### src/rtl/func_test_sequencer_if.sv
// Command/capture bus between the functional-test sequencer and the
// functional-test block. The sequencer side drives bytes and read strobes;
// the functional-test side returns captured bytes, availability and its state.
interface func_test_sequencer_if;
  logic [7:0]  master_data;
  logic [4:0]  valid_bus;
  logic [4:0]  rdreq_bus;
  logic [4:0]  have_msg_bus;
  logic [39:0] slave_data_bus;
  logic [2:0]  dut_state;

  modport master (
    output master_data,
    output valid_bus,
    output rdreq_bus,
    input  have_msg_bus,
    input  slave_data_bus,
    input  dut_state
  );

  modport slave (
    input  master_data,
    input  valid_bus,
    input  rdreq_bus,
    output have_msg_bus,
    output slave_data_bus,
    output dut_state
  );
endinterface

### src/rtl/func_test_sequencer.sv
// Autonomous functional-test sequencer (DAC/BOS loopback).
// Replaces the PC on the byte command interface: writes black level and
// repetitions, streams a generated 14-bit ramp, runs the DAC pass, then drains
// the captured bytes while counting them and summing them modulo 2**16.
// Optional build macro SEQ_TIMEOUT_EN adds a 21-bit watchdog on every wait
// condition; without it waits are unbounded and only abort leaves them.
// Abort is honoured in the active states (CFG through READ); DONE and ABORTED
// already return to IDLE on the next edge.
module func_test_sequencer #(
  parameter int N_SAMPLES_MAX = 256
`ifdef SEQ_TIMEOUT_EN
  , parameter int TIMEOUT_CYCLES = 2**20
`endif
) (
  input  logic                   sys_clk,
  input  logic                   n_rst,
  input  logic                   start,
  input  logic                   abort,
  input  logic                   ccd_mode,
  input  logic [13:0]            black_level,
  input  logic [7:0]             num_reps,
  input  logic [8:0]             num_samples,
  input  logic [13:0]            pat_base,
  input  logic [13:0]            pat_step,
  func_test_sequencer_if.master  bus,
  output logic                   busy,
  output logic                   done,
  output logic                   error,
  output logic [15:0]            rx_count,
  output logic [15:0]            checksum
);

  localparam int SMP_W = $clog2(N_SAMPLES_MAX + 1);

  typedef enum logic [3:0] {
    ST_IDLE,
    ST_CFG,
    ST_CTRL_ST,
    ST_SAMPLES,
    ST_CTRL_SP,
    ST_WAIT_DAC,
    ST_CTRL_RQ,
    ST_READ,
    ST_DONE,
    ST_ABORTED
  } state_t;

  state_t             state_q, state_d;
  logic [1:0]         byte_cnt_q, byte_cnt_d;
  logic [SMP_W-1:0]   smp_cnt_q, smp_cnt_d;
  logic [SMP_W-1:0]   smp_next;
  logic [SMP_W-1:0]   n_samples_q, n_samples_d;
  logic [8:0]         ns_eff;
  logic [13:0]        sample_q, sample_d;
  logic [13:0]        step_q, step_d;
  logic [13:0]        black_q, black_d;
  logic [7:0]         reps_q, reps_d;
  logic               ccd_q, ccd_d;
  logic [7:0]         data_q, data_d;
  logic [4:0]         valid_q, valid_d;
  logic               rdreq_q, rdreq_d;
  logic               busy_q, busy_d;
  logic               done_q, done_d;
  logic               error_q, error_d;
  logic [15:0]        rx_count_q, rx_count_d;
  logic [15:0]        checksum_q, checksum_d;
  logic               wd_expired;
  logic               unused_bits;

  assign smp_next    = smp_cnt_q + 1'b1;
  assign unused_bits = ^{bus.slave_data_bus[31:0], bus.have_msg_bus[3:0]};

  // Ramp length of 0 runs one sample; lengths beyond the sample counter clamp
  always_comb begin
    ns_eff = num_samples;
    if (num_samples == 9'd0) begin
      ns_eff = 9'd1;
    end else if (32'(num_samples) > N_SAMPLES_MAX) begin
      ns_eff = 9'(N_SAMPLES_MAX);
    end
  end

`ifdef SEQ_TIMEOUT_EN
  logic        waiting;
  logic [20:0] wd_q, wd_d;

  // Cycles where progress depends only on the functional-test block
  always_comb begin
    waiting = 1'b0;
    case (state_q)
      ST_CTRL_ST, ST_CTRL_RQ: waiting = (byte_cnt_q != 2'd0);
      ST_WAIT_DAC:            waiting = 1'b1;
      ST_READ:                waiting = !bus.have_msg_bus[4] && !rdreq_q;
      default:                waiting = 1'b0;
    endcase
  end

  assign wd_expired = waiting && (wd_q >= 21'(TIMEOUT_CYCLES - 1));

  // Watchdog restarts on any state change, any read, or any productive cycle
  always_comb begin
    wd_d = wd_q + 21'd1;
    if (!waiting || rdreq_q || (state_d != state_q)) begin
      wd_d = '0;
    end
  end

  // Watchdog counter register
  always_ff @(posedge sys_clk or negedge n_rst) begin
    if (!n_rst) begin
      wd_q <= '0;
    end else begin
      wd_q <= wd_d;
    end
  end
`else
  assign wd_expired = 1'b0;
`endif

  // Next-state, byte issue and capture accounting for the sequencer
  always_comb begin
    state_d     = state_q;
    byte_cnt_d  = byte_cnt_q;
    smp_cnt_d   = smp_cnt_q;
    n_samples_d = n_samples_q;
    sample_d    = sample_q;
    step_d      = step_q;
    black_d     = black_q;
    reps_d      = reps_q;
    ccd_d       = ccd_q;
    data_d      = data_q;
    valid_d     = 5'b00000;
    rdreq_d     = 1'b0;
    busy_d      = busy_q;
    done_d      = 1'b0;
    error_d     = error_q;
    rx_count_d  = rx_count_q;
    checksum_d  = checksum_q;

    if (rdreq_q) begin
      rx_count_d = (rx_count_q == 16'hFFFF) ? rx_count_q : rx_count_q + 16'd1;
      checksum_d = checksum_q + {8'h00, bus.slave_data_bus[39:32]};
    end

    case (state_q)
      ST_IDLE: begin
        if (start) begin
          black_d     = black_level;
          reps_d      = num_reps;
          ccd_d       = ccd_mode;
          n_samples_d = SMP_W'(ns_eff);
          sample_d    = pat_base;
          step_d      = pat_step;
          rx_count_d  = '0;
          checksum_d  = '0;
          error_d     = 1'b0;
          busy_d      = 1'b1;
          byte_cnt_d  = 2'd0;
          smp_cnt_d   = '0;
          state_d     = ST_CFG;
        end
      end
      ST_CFG: begin
        valid_d = 5'b00100;
        case (byte_cnt_q)
          2'd0:    data_d = black_q[7:0];
          2'd1:    data_d = {2'b00, black_q[13:8]};
          default: data_d = reps_q;
        endcase
        if (byte_cnt_q == 2'd2) begin
          byte_cnt_d = 2'd0;
          state_d    = ST_CTRL_ST;
        end else begin
          byte_cnt_d = byte_cnt_q + 2'd1;
        end
      end
      ST_CTRL_ST: begin
        if (byte_cnt_q == 2'd0) begin
          valid_d    = 5'b01000;
          data_d     = {7'b1010000, ccd_q};
          byte_cnt_d = 2'd1;
        end else if (bus.dut_state == 3'd1) begin
          byte_cnt_d = 2'd0;
          smp_cnt_d  = '0;
          state_d    = ST_SAMPLES;
        end
      end
      ST_SAMPLES: begin
        valid_d = 5'b10000;
        if (byte_cnt_q == 2'd0) begin
          data_d     = sample_q[7:0];
          byte_cnt_d = 2'd1;
        end else begin
          data_d     = {2'b00, sample_q[13:8]};
          sample_d   = sample_q + step_q;
          smp_cnt_d  = smp_next;
          byte_cnt_d = 2'd0;
          if (smp_next == n_samples_q) begin
            state_d = ST_CTRL_SP;
          end
        end
      end
      ST_CTRL_SP: begin
        valid_d = 5'b01000;
        data_d  = 8'h55;
        state_d = ST_WAIT_DAC;
      end
      ST_WAIT_DAC: begin
        if (bus.dut_state == 3'd3) begin
          byte_cnt_d = 2'd0;
          state_d    = ST_CTRL_RQ;
        end
      end
      ST_CTRL_RQ: begin
        if (byte_cnt_q == 2'd0) begin
          valid_d    = 5'b01000;
          data_d     = 8'h5A;
          byte_cnt_d = 2'd1;
        end else if (bus.dut_state == 3'd4) begin
          byte_cnt_d = 2'd0;
          state_d    = ST_READ;
        end
      end
      ST_READ: begin
        if (!rdreq_q) begin
          if (bus.have_msg_bus[4]) begin
            rdreq_d = 1'b1;
          end else if (bus.dut_state == 3'd0) begin
            done_d  = 1'b1;
            busy_d  = 1'b0;
            state_d = ST_DONE;
          end
        end
      end
      ST_DONE: begin
        state_d = ST_IDLE;
      end
      ST_ABORTED: begin
        state_d = ST_IDLE;
      end
      default: begin
        state_d = ST_IDLE;
      end
    endcase

    if (wd_expired || (abort && (state_q inside {ST_CFG, ST_CTRL_ST, ST_SAMPLES,
        ST_CTRL_SP, ST_WAIT_DAC, ST_CTRL_RQ, ST_READ}))) begin
      state_d = ST_ABORTED;
      valid_d = 5'b00000;
      rdreq_d = 1'b0;
      data_d  = data_q;
      busy_d  = 1'b0;
      done_d  = 1'b0;
      error_d = 1'b1;
    end
  end

  // State, configuration, strobe and result registers
  always_ff @(posedge sys_clk or negedge n_rst) begin
    if (!n_rst) begin
      state_q     <= ST_IDLE;
      byte_cnt_q  <= '0;
      smp_cnt_q   <= '0;
      n_samples_q <= '0;
      sample_q    <= '0;
      step_q      <= '0;
      black_q     <= '0;
      reps_q      <= '0;
      ccd_q       <= 1'b0;
      data_q      <= '0;
      valid_q     <= '0;
      rdreq_q     <= 1'b0;
      busy_q      <= 1'b0;
      done_q      <= 1'b0;
      error_q     <= 1'b0;
      rx_count_q  <= '0;
      checksum_q  <= '0;
    end else begin
      state_q     <= state_d;
      byte_cnt_q  <= byte_cnt_d;
      smp_cnt_q   <= smp_cnt_d;
      n_samples_q <= n_samples_d;
      sample_q    <= sample_d;
      step_q      <= step_d;
      black_q     <= black_d;
      reps_q      <= reps_d;
      ccd_q       <= ccd_d;
      data_q      <= data_d;
      valid_q     <= valid_d;
      rdreq_q     <= rdreq_d;
      busy_q      <= busy_d;
      done_q      <= done_d;
      error_q     <= error_d;
      rx_count_q  <= rx_count_d;
      checksum_q  <= checksum_d;
    end
  end

  assign bus.master_data = data_q;
  assign bus.valid_bus   = valid_q;
  assign bus.rdreq_bus   = {rdreq_q, 4'b0000};
  assign busy            = busy_q;
  assign done            = done_q;
  assign error           = error_q;
  assign rx_count        = rx_count_q;
  assign checksum        = checksum_q;

endmodule

### src/flat_wrapper.sv
// flat-port wrapper written by rule: the top's interface ports become plain ports
module func_test_sequencer_flat 
#(
  parameter int N_SAMPLES_MAX = 256

)
  (sys_clk, n_rst, start, abort, ccd_mode, black_level, num_reps, num_samples, pat_base, pat_step, busy, done, error, rx_count, checksum, bus_master_data, bus_valid_bus, bus_rdreq_bus, bus_have_msg_bus, bus_slave_data_bus, bus_dut_state);
  func_test_sequencer_if bus_i ();
  input  logic sys_clk;
  input  logic n_rst;
  input  logic start;
  input  logic abort;
  input  logic ccd_mode;
  input  logic [13:0] black_level;
  input  logic [7:0] num_reps;
  input  logic [8:0] num_samples;
  input  logic [13:0] pat_base;
  input  logic [13:0] pat_step;
  output logic busy;
  output logic done;
  output logic error;
  output logic [15:0] rx_count;
  output logic [15:0] checksum;
  output wire logic [$bits(bus_i.master_data)-1:0] bus_master_data;
  output wire logic [$bits(bus_i.valid_bus)-1:0] bus_valid_bus;
  output wire logic [$bits(bus_i.rdreq_bus)-1:0] bus_rdreq_bus;
  input wire logic [$bits(bus_i.have_msg_bus)-1:0] bus_have_msg_bus;
  input wire logic [$bits(bus_i.slave_data_bus)-1:0] bus_slave_data_bus;
  input wire logic [$bits(bus_i.dut_state)-1:0] bus_dut_state;
  assign bus_master_data = bus_i.master_data;
  assign bus_valid_bus = bus_i.valid_bus;
  assign bus_rdreq_bus = bus_i.rdreq_bus;
  assign bus_i.have_msg_bus = bus_have_msg_bus;
  assign bus_i.slave_data_bus = bus_slave_data_bus;
  assign bus_i.dut_state = bus_dut_state;
  func_test_sequencer #(.N_SAMPLES_MAX(N_SAMPLES_MAX)) u_core (.sys_clk(sys_clk), .n_rst(n_rst), .start(start), .abort(abort), .ccd_mode(ccd_mode), .black_level(black_level), .num_reps(num_reps), .num_samples(num_samples), .pat_base(pat_base), .pat_step(pat_step), .bus(bus_i), .busy(busy), .done(done), .error(error), .rx_count(rx_count), .checksum(checksum));
endmodule
### config.mk
export PLATFORM = sky130hd
export DESIGN_NAME = func_test_sequencer_flat
export DESIGN_NICKNAME = d
export VERILOG_FILES = /design/src/rtl/func_test_sequencer_if.sv /design/src/rtl/func_test_sequencer.sv /design/src/flat_wrapper.sv
export SDC_FILE = /design/constraint.sdc
export NUM_CORES = 1
export LEC_CHECK = 0
export ABC_AREA = 1
export CORE_ASPECT_RATIO = 0.7
export CORE_MARGIN = 1
export CORE_UTILIZATION = 40
export DETAILED_ROUTE_END_ITERATION = 8
export PLACE_DENSITY = 0.69
export SLEW_MARGIN = 30
export SYNTH_ARGS = -nofsm -noshare
export SYNTH_HDL_FRONTEND = slang
export SYNTH_SLANG_ARGS = --single-unit
### constraint.sdc
create_clock -name sys_clk -period 1.69 [get_ports sys_clk]
set_clock_uncertainty 0.05 [all_clocks]
set_input_delay 0.169 -clock sys_clk [delete_from_list [all_inputs] [get_ports sys_clk]]
set_output_delay 0.169 -clock sys_clk [all_outputs]
set_load 0.01 [all_outputs]
==> summary.md, run 1 <==
| Metric | Value |
|---|---|
| Max Clk Rate | 498 MHz |
| Sequential share of the synthesized area | 42.5% |
| Shortest period the worst path allows | 2.01 ns |
| Status | complete, but fails checks |
| Number of synthesized flops with an enable pin | 0 |
| WP buf/inv | 0 |
| Ys flop type | dfrtp_1 |
| Critical Path Start Type | flop |
| CTS max path bufs | 2 |
| Yosys warns | 0 |
| Vias | 7990 |
| Required @ worst endpoint | 1.99 ns |
| Mapped Cells | 952 |
| Power Density | 1650 nW/µm² |
| Ratio of cells with drive above 1 in the final layout | 41.7% |
| Ant. Diodes | 0 |
| Logic pwr share | 59.9% |
| Setup violators final | 88 |
| FFs w/ async S/R, synth | 100% |
| # Max-Cap Violations | 0 |
| Syn avg cell area | 7.55 µm² |
| Hold Path Class | primary input to async pin |
| WP depth | 9 |
| Post-Syn Area | 7190 µm² |
| Reg power frac | 23.1% |
| CTS tree | done |
| Detailed Routing Iterations Pass 1 | 5 |
| WL final | 26100 µm |
| Failing checks | setup timing |
| Post-DRT Antenna Nets | 0 |
| NetSw | 0.00865 W |
| Clock share of power | 17.0% |
| PortBufs | 122 |
| TNS Setup | -7.57 ns |
| Switching part of the total power | 42.3% |
| First-pass GRT wire length | 36500 µm |
| Wire per inst | 17.2 µm |
| Worst IR drop on VDD | 0.000807 V |
| Maximum number of pins on one net before global-route repair | 47 |
| Initial antenna violation count | 0 |
| Fin worst setup slack | -0.319 ns |
| Final worst-path cycle share | 119% |
| Root Buffer | clkbuf_16 |
| Die area | 18500 µm² |
| Clk slew on worst S/H paths | 0.06 ns |
| Int Power | 0.0118 W |
| Number of H-tree levels | 4 |
| Initial Util | 41.4% |
| Crit-path max cell delay | 0.41 ns |
| CTS sink count | 122 |
| CP Max Fanout | 5 |
| Max-slew violation count | 0 |
| Total Power | 0.0204 W |
| GP Congestion | 0.952 |
| Vias in the first global route | 7259 |
| CTS Buf Count | 17 |
| Crit-path leading delay family | adder cells |
| Crit-path cells | ha_4 -> fa_2 -> nand3_2 -> nand2_2 -> nand4_1 -> o211ai_1 -> nand3_1 -> o21ai_1 -> a21oi_1 |
| Overflow after GRT | 0 |
| CP Capture Type | flop |
| GRT Util Overall | 25.1% |
| Initial DRC count | 653 |
| Post-synth cell types | 50 |
| DRC | 0 |
| Hold Vio Cnt, Final | 0 |
| Worst r2r path cells | 9 |
| Via density | 5.27 |
| HPWL after DPL | 15900 µm |
| Chip height | 114 µm |
| Die span in x | 162 µm |
| Leakage | 5.90 nW |
| #FFs+latches synth | 122 |
| Final net count | 1408 |
| Worst skew pair latency | 0.43 ns |
| Row count | 40 |
| Critical setup path kind | flop to flop |
| Syn-to-layout area delta | 72.8% |
| I/O pin count | 165 |
| Unrepaired setup endpoints after global routing | true |
| Crit path DAT | 2.31 ns |
| Crit-path slowest cell | dfrtp_1 |
| Core ar. | 17400 µm² |
-- cells by family (layout without fill, tap and decap cells) --
logic type / after synthesis / after routing / share of synthesized area, %
other cells: 1 / 6 / 0.0522
buf+inv: 149 / 475 / 8.63
fa+ha+maj: 25 / 25 / 4.56
simple gates: 461 / 462 / 28.5
xor+xnor: 13 / 13 / 1.58
compound gates: 181 / 181 / 14.2
flops: 122 / 122 / 42.5
-- registers in the layout (all words and copies together), names as in the netlist, 2 cells and up --
name	count
u_core.checksum	16
u_core.rx_count	16
u_core.black_q	14
u_core.sample_q	14
u_core.step_q	14
u_core.n_samples_q	9
u_core.smp_cnt_q	9
u_core.bus.master_data	8
u_core.reps_q	8
u_core.state_q	4
u_core.bus.valid_bus	3
u_core.byte_cnt_q	2
-- cell usage in the layout, fill, tap and decap left out, types with 5 or more instances in the layout --
| cell | instances |
|---|---|
| o21ai_2 | 29 |
| nand3_2 | 21 |
| dlymetal6s2s_1 | 6 |
| xor2_1 | 9 |
| ha_4 | 17 |
| nor2_2 | 13 |
| inv_1 | 98 |
| nand2_1 | 163 |
| buf_4 | 148 |
| dfrtp_1 | 114 |
| nand4_1 | 13 |
| dlygate4sd2_1 | 8 |
| nor2_4 | 13 |
| inv_4 | 6 |
| buf_12 | 16 |
| dfrtp_2 | 8 |
| o22ai_2 | 10 |
| conb_1 | 6 |
| o21ai_0 | 22 |
| a21oi_1 | 29 |
| nor3_1 | 5 |
| o21ai_1 | 29 |
| a21oi_4 | 7 |
| clkbuf_16 | 25 |
| inv_2 | 15 |
| nor3_2 | 8 |
| nand3_1 | 42 |
| nand2_2 | 77 |
| a21oi_2 | 18 |
| o22ai_1 | 6 |
| clkdlybuf4s50_1 | 107 |
| nor2_1 | 53 |
| o211ai_1 | 9 |
| buf_6 | 27 |
| nand2_4 | 30 |
-- cells in the mapped netlist, types with 3 or more instances --
cell | number | share of area, %
nand3b_1 | 4 | 0.42
or2_2 | 3 | 0.26
nand2_4 | 3 | 0.47
nand3_1 | 65 | 4.5
nor4_1 | 4 | 0.35
o211ai_1 | 9 | 0.94
buf_4 | 8 | 0.84
a221oi_1 | 3 | 0.37
nor3_1 | 14 | 0.97
buf_2 | 7 | 0.49
o21bai_1 | 4 | 0.42
o22ai_1 | 16 | 1.4
clkbuf_1 | 9 | 0.47
inv_1 | 110 | 5.7
nand4_1 | 13 | 1.1
ha_1 | 23 | 4.0
nand2_1 | 267 | 14
nor2_8 | 3 | 0.84
dfrtp_1 | 122 | 42
inv_2 | 8 | 0.42
nor2_1 | 72 | 3.8
xor2_1 | 9 | 1.1
o21ai_0 | 72 | 5.0
a21oi_1 | 52 | 3.6
nor2_4 | 4 | 0.63
o21ai_1 | 9 | 0.63
xnor2_1 | 4 | 0.49
-- final cells by class --
cell class	count	area, µm²
Sequential cell	122	3060
Clock buffer	19	433
Tap cell	231	289
Clock inverter	13	119
Timing Repair Buffer	323	3190
Inverter	120	470
Fill cell	1213	4950
Multi-Input combinational cell	687	4850
-- through the flow --
step	std cells	hold slack [ns]	utilization (%)	area, µm²	setup slack (ns)
floorplan	957	-0.177	-	7290	-0.0403
detailed placement	1425	0.0722	56.4	9790	-0.416
global placement	1425	0.0736	56.4	9790	-0.331
CTS	1477	0.182	63.1	11000	-0.172
global route	1515	0.197	71.5	12400	-0.417
finish	1515	0.167	71.5	12400	-0.319
-- final timing paths --
path | from | end | slack, ns
setup / recovery | u_core.checksum[0] | u_core.checksum[10] | -0.32
hold / removal | n_rst | u_core.smp_cnt_q[2] | 0.17
setup reg to reg | u_core.checksum[0] | u_core.checksum[10] | -0.32
hold reg to reg | u_core.reps_q[2] | u_core.reps_q[2] | 0.45
max in group asynchronous | n_rst | u_core.step_q[5] | 0.81
min in group sys_clk | black_level[3] | u_core.black_q[3] | 0.24
-- power by group through the flow --
stage	Clock, W	Combinational, W	Sequential [W]
2_1_floorplan	0	0.00461	0.00444
3_3_place_gp	0	0.00810	0.00451
3_5_place_dp	0	0.00823	0.00451
4_1_cts	0.00347	0.00948	0.00459
5_1_grt	0.00363	0.0131	0.00480
6_report	0.00347	0.0122	0.00472
-- routing by layer --
layer  wire, µm  vias to the layer above  track usage, %
met2      11900                      293            37.2
met1      12000                     3889            36.8
met3       1710                       49            5.07
li1           -                     3759               -
met4        473                        0            7.55
met5          0                        -               0
-- what timing repair did --
item | 4_1_cts | 5_1_grt
resized for setup | 124 | 301
endpoints found under the setup margin | 55 | 115
endpoints found under the hold margin | 57 | 0
gates cloned | 1 | 12
pin swaps | 62 | 99
hold buffers | 1 | 0
setup buffers | 19 | 27
No activity file was read; power rests on OpenSTA's default activity.
==> run 2, diff against run 1 <==
Settings changed: CAP_MARGIN set to 20, REMOVE_ABC_BUFFERS set to 1, TNS_END_PERCENT set to 30.
==> summary.md, run 2 (same netlist as run 1, synthesis figures left out) <==
| Metric | Value |
|---|---|
| Vias | 7668 (-4.0%) |
| Maximum number of pins on one net before global-route repair | 44 (-6.4%) |
| I/O pin count | 165 (unchanged) |
| Reg area | 3060 µm² (about the same) |
| Overflow after GRT | 0 (unchanged) |
| Die span in x | 162 µm (unchanged) |
| Max Clk Rate | 507 MHz (+1.9%) |
| Multi-input gate area | 4350 µm² (-10%) |
| Ant. Diodes | 0 (unchanged) |
| Chip height | 114 µm (unchanged) |
| First-pass GRT wire length | 35800 µm (-1.9%) |
| Critical Path Start Type | flop |
| Reg2Reg Launch Point | u_core.sample_q[0] |
| CTS tree | done |
| Root Buffer | clkbuf_16 |
| Switching part of the total power | 41.7% (-0.63 points) |
| CTS Buf Count | 17 (unchanged) |
| Crit-path cells | ha_2 -> inv_2 -> fa_2 -> inv_2 -> buf_4 -> a21oi_2 -> o21bai_1 -> nor2_1 -> nor2_1 -> o21ai_1 |
| Worst IR drop on VDD | 0.000872 V (+8.1%) |
| Clock share of power | 18.9% (+1.9 points) |
| Required @ worst endpoint | 1.94 ns (-0.05 ns) |
| Unrepaired setup endpoints after global routing | true |
| Leakage | 5.63 nW (-4.6%) |
| FF-to-FF End | u_core.sample_q[8] |
| Hold Vio Cnt, Final | 0 (unchanged) |
| Critical setup path kind | flop to flop |
| Initial antenna violation count | 0 (unchanged) |
| Fin worst setup slack | -0.281 ns (+0.0379 ns) |
| Final net count | 1386 (-1.6%) |
| Setup violators final | 33 (-63%) |
| Commonest non-fill, non-tap cell in the layout | nand2_1 |
| # Max-Cap Violations | 0 (unchanged) |
| Detailed Routing Iterations Pass 1 | 5 (unchanged) |
| Clk slew on worst S/H paths | 0.06 ns (about the same) |
| Area after DPL | 9720 µm² (-0.72%) |
| CTS max path bufs | 2 (unchanged) |
| Ratio of cells with drive above 1 in the final layout | 31.1% (-11 points) |
| Int Power | 0.0112 W (-5.3%) |
| Initial Util | 41.4% (unchanged) |
| Crit-path leading delay family | adder cells |
| Logic pwr share | 56.5% (-3.4 points) |
| Hold WS | 0.0973 ns (-0.0699 ns) |
| WL final | 23600 µm (-9.8%) |
| Final core utilization | 65.9% (-5.6 points) |
| Number of H-tree levels | 4 (unchanged) |
| Design Area, Final | 11400 µm² (-7.8%) |
| Hold Path Class | primary input to async pin |
| Worst skew pair latency | 0.42 ns (about the same) |
| Most frequent cells in the layout | 236 x nand2_1, 161 x buf_4, 115 x dfrtp_1 |
| Post-DRT Antenna Nets | 0 (unchanged) |
| DRC | 0 (unchanged) |
| GP Congestion | 0.944 (-0.84%) |
| Syn-to-layout area delta | 59.2% |
| Worst Setup SP | u_core.sample_q[0] |
| Crit path DAT | 2.22 ns (-0.09 ns) |
| WP buf/inv | 3 (+3) |
| Reg power frac | 24.6% (+1.5 points) |
| Final worst-path cycle share | 117% (-2.2 points) |
| Initial DRC count | 464 (-29%) |
| NetSw | 0.00798 W (-7.8%) |
| Shortest period the worst path allows | 1.97 ns (-0.0379 ns) |
| HPWL after DPL | 16100 µm (+1.1%) |
| Die area | 18500 µm² (unchanged) |
| Status | complete, but fails checks |
| Failing checks | setup timing |
| Crit-path slowest cell | dfrtp_1 |
| Core ar. | 17400 µm² (unchanged) |
| CTS sink count | 122 (unchanged) |
| CP Max Fanout | 4 (-1) |
| Vias in the first global route | 7158 (-1.4%) |
| CP Capture Type | flop |
| GRT Util Overall | 24.9% (-0.23 points) |
| Fill cell count | 1415 (+17%) |
| Worst r2r path cells | 10 (+1) |
| Power Density | 1670 nW/µm² (+1.6%) |
| Row count | 40 (unchanged) |
| Max-slew violation count | 0 (unchanged) |
| Via density | 5.14 (-2.6%) |
| Wire per inst | 15.8 µm (-8.4%) |
| Crit-path max cell delay | 0.37 ns (-0.04 ns) |
| PortBufs | 122 (unchanged) |
| Reg-to-reg setup timing slack | -0.28 ns (+0.04 ns) |
run 2: final cells by class:
| type | instances | share of cell area [%] |
|---|---|---|
| multi-input cells | 686 | 38.0 |
| flip-flops and latches | 122 | 26.8 |
| clock buffers | 19 | 3.78 |
| repair buffers | 302 | 23.6 |
| inverters | 120 | 4.07 |
| clock inverters | 13 | 1.26 |
| well taps | 231 | 2.53 |
run 2: what timing repair did:
item / 4_1_cts / 5_1_grt
endpoints found under the setup margin: 55 / 99
endpoints found under the hold margin: 122 / 0
gates cloned: 0 / 0
pin swaps: 36 / 64
resized for setup: 109 / 132
hold buffers: 1 / 0
setup buffers: 8 / 22
run 2: metrics by stage:
| step | worst slack [ns] | instances | TNS [ns] | total power [W] |
|---|---|---|---|---|
| final | -0.281 | 1493 | -3.09 | 0.0191 |
| after global routing | -0.359 | 1493 | -7.00 | 0.0203 |
| after CTS | -0.202 | 1471 | -2.03 | 0.0177 |
| after detailed placement | -0.511 | 1430 | -10.20 | 0.0127 |
| after global placement | -0.425 | 1430 | -8.71 | 0.0125 |
| after floorplan | -1.16 | 928 | -61.24 | 0.00881 |
run 2: worst register-to-register path: stages (launching register included):
cell and delay, ns:
dfrtp_1 0.37, ha_2 0.20, inv_2 0.04, fa_2 0.37
inv_2 0.10, buf_4 0.12, a21oi_2 0.05, o21bai_1 0.20
nor2_1 0.09, nor2_1 0.19, o21ai_1 0.08
run 2: worst max-delay path by stage:
| stage | depth (start not counted) | end | slack [ns] |
|---|---|---|---|
| finish | 10 | u_core.sample_q[8] | -0.28 |
| global route | 10 | u_core.sample_q[8] | -0.36 |
| CTS | 9 | u_core.checksum[10] | -0.20 |
| detailed placement | 10 | u_core.checksum[10] | -0.51 |
| global placement | 11 | u_core.checksum[12] | -0.43 |
| floorplan | 9 | u_core.sample_q[5] | -1.16 |
run 2: power groups by stage:
| stage | Combinational (W) | Sequential, W | Clock, W |
|---|---|---|---|
| finish | 0.0108 | 0.00471 | 0.00361 |
| global route | 0.0118 | 0.00480 | 0.00379 |
| CTS | 0.00940 | 0.00465 | 0.00364 |
| detailed placement | 0.00810 | 0.00457 | 0 |
| global placement | 0.00796 | 0.00456 | 0 |
| floorplan | 0.00430 | 0.00451 | 0 |
run 2: layer usage:
| metal | vias to the layer above | wire length [µm] | track usage [%] |
|---|---|---|---|
| met4 | 0 | 458 | 7.42 |
| li1 | 3723 | - | - |
| met2 | 265 | 10700 | 37.7 |
| met1 | 3644 | 10900 | 35.5 |
| met5 | - | 0 | 0 |
| met3 | 36 | 1570 | 5.43 |
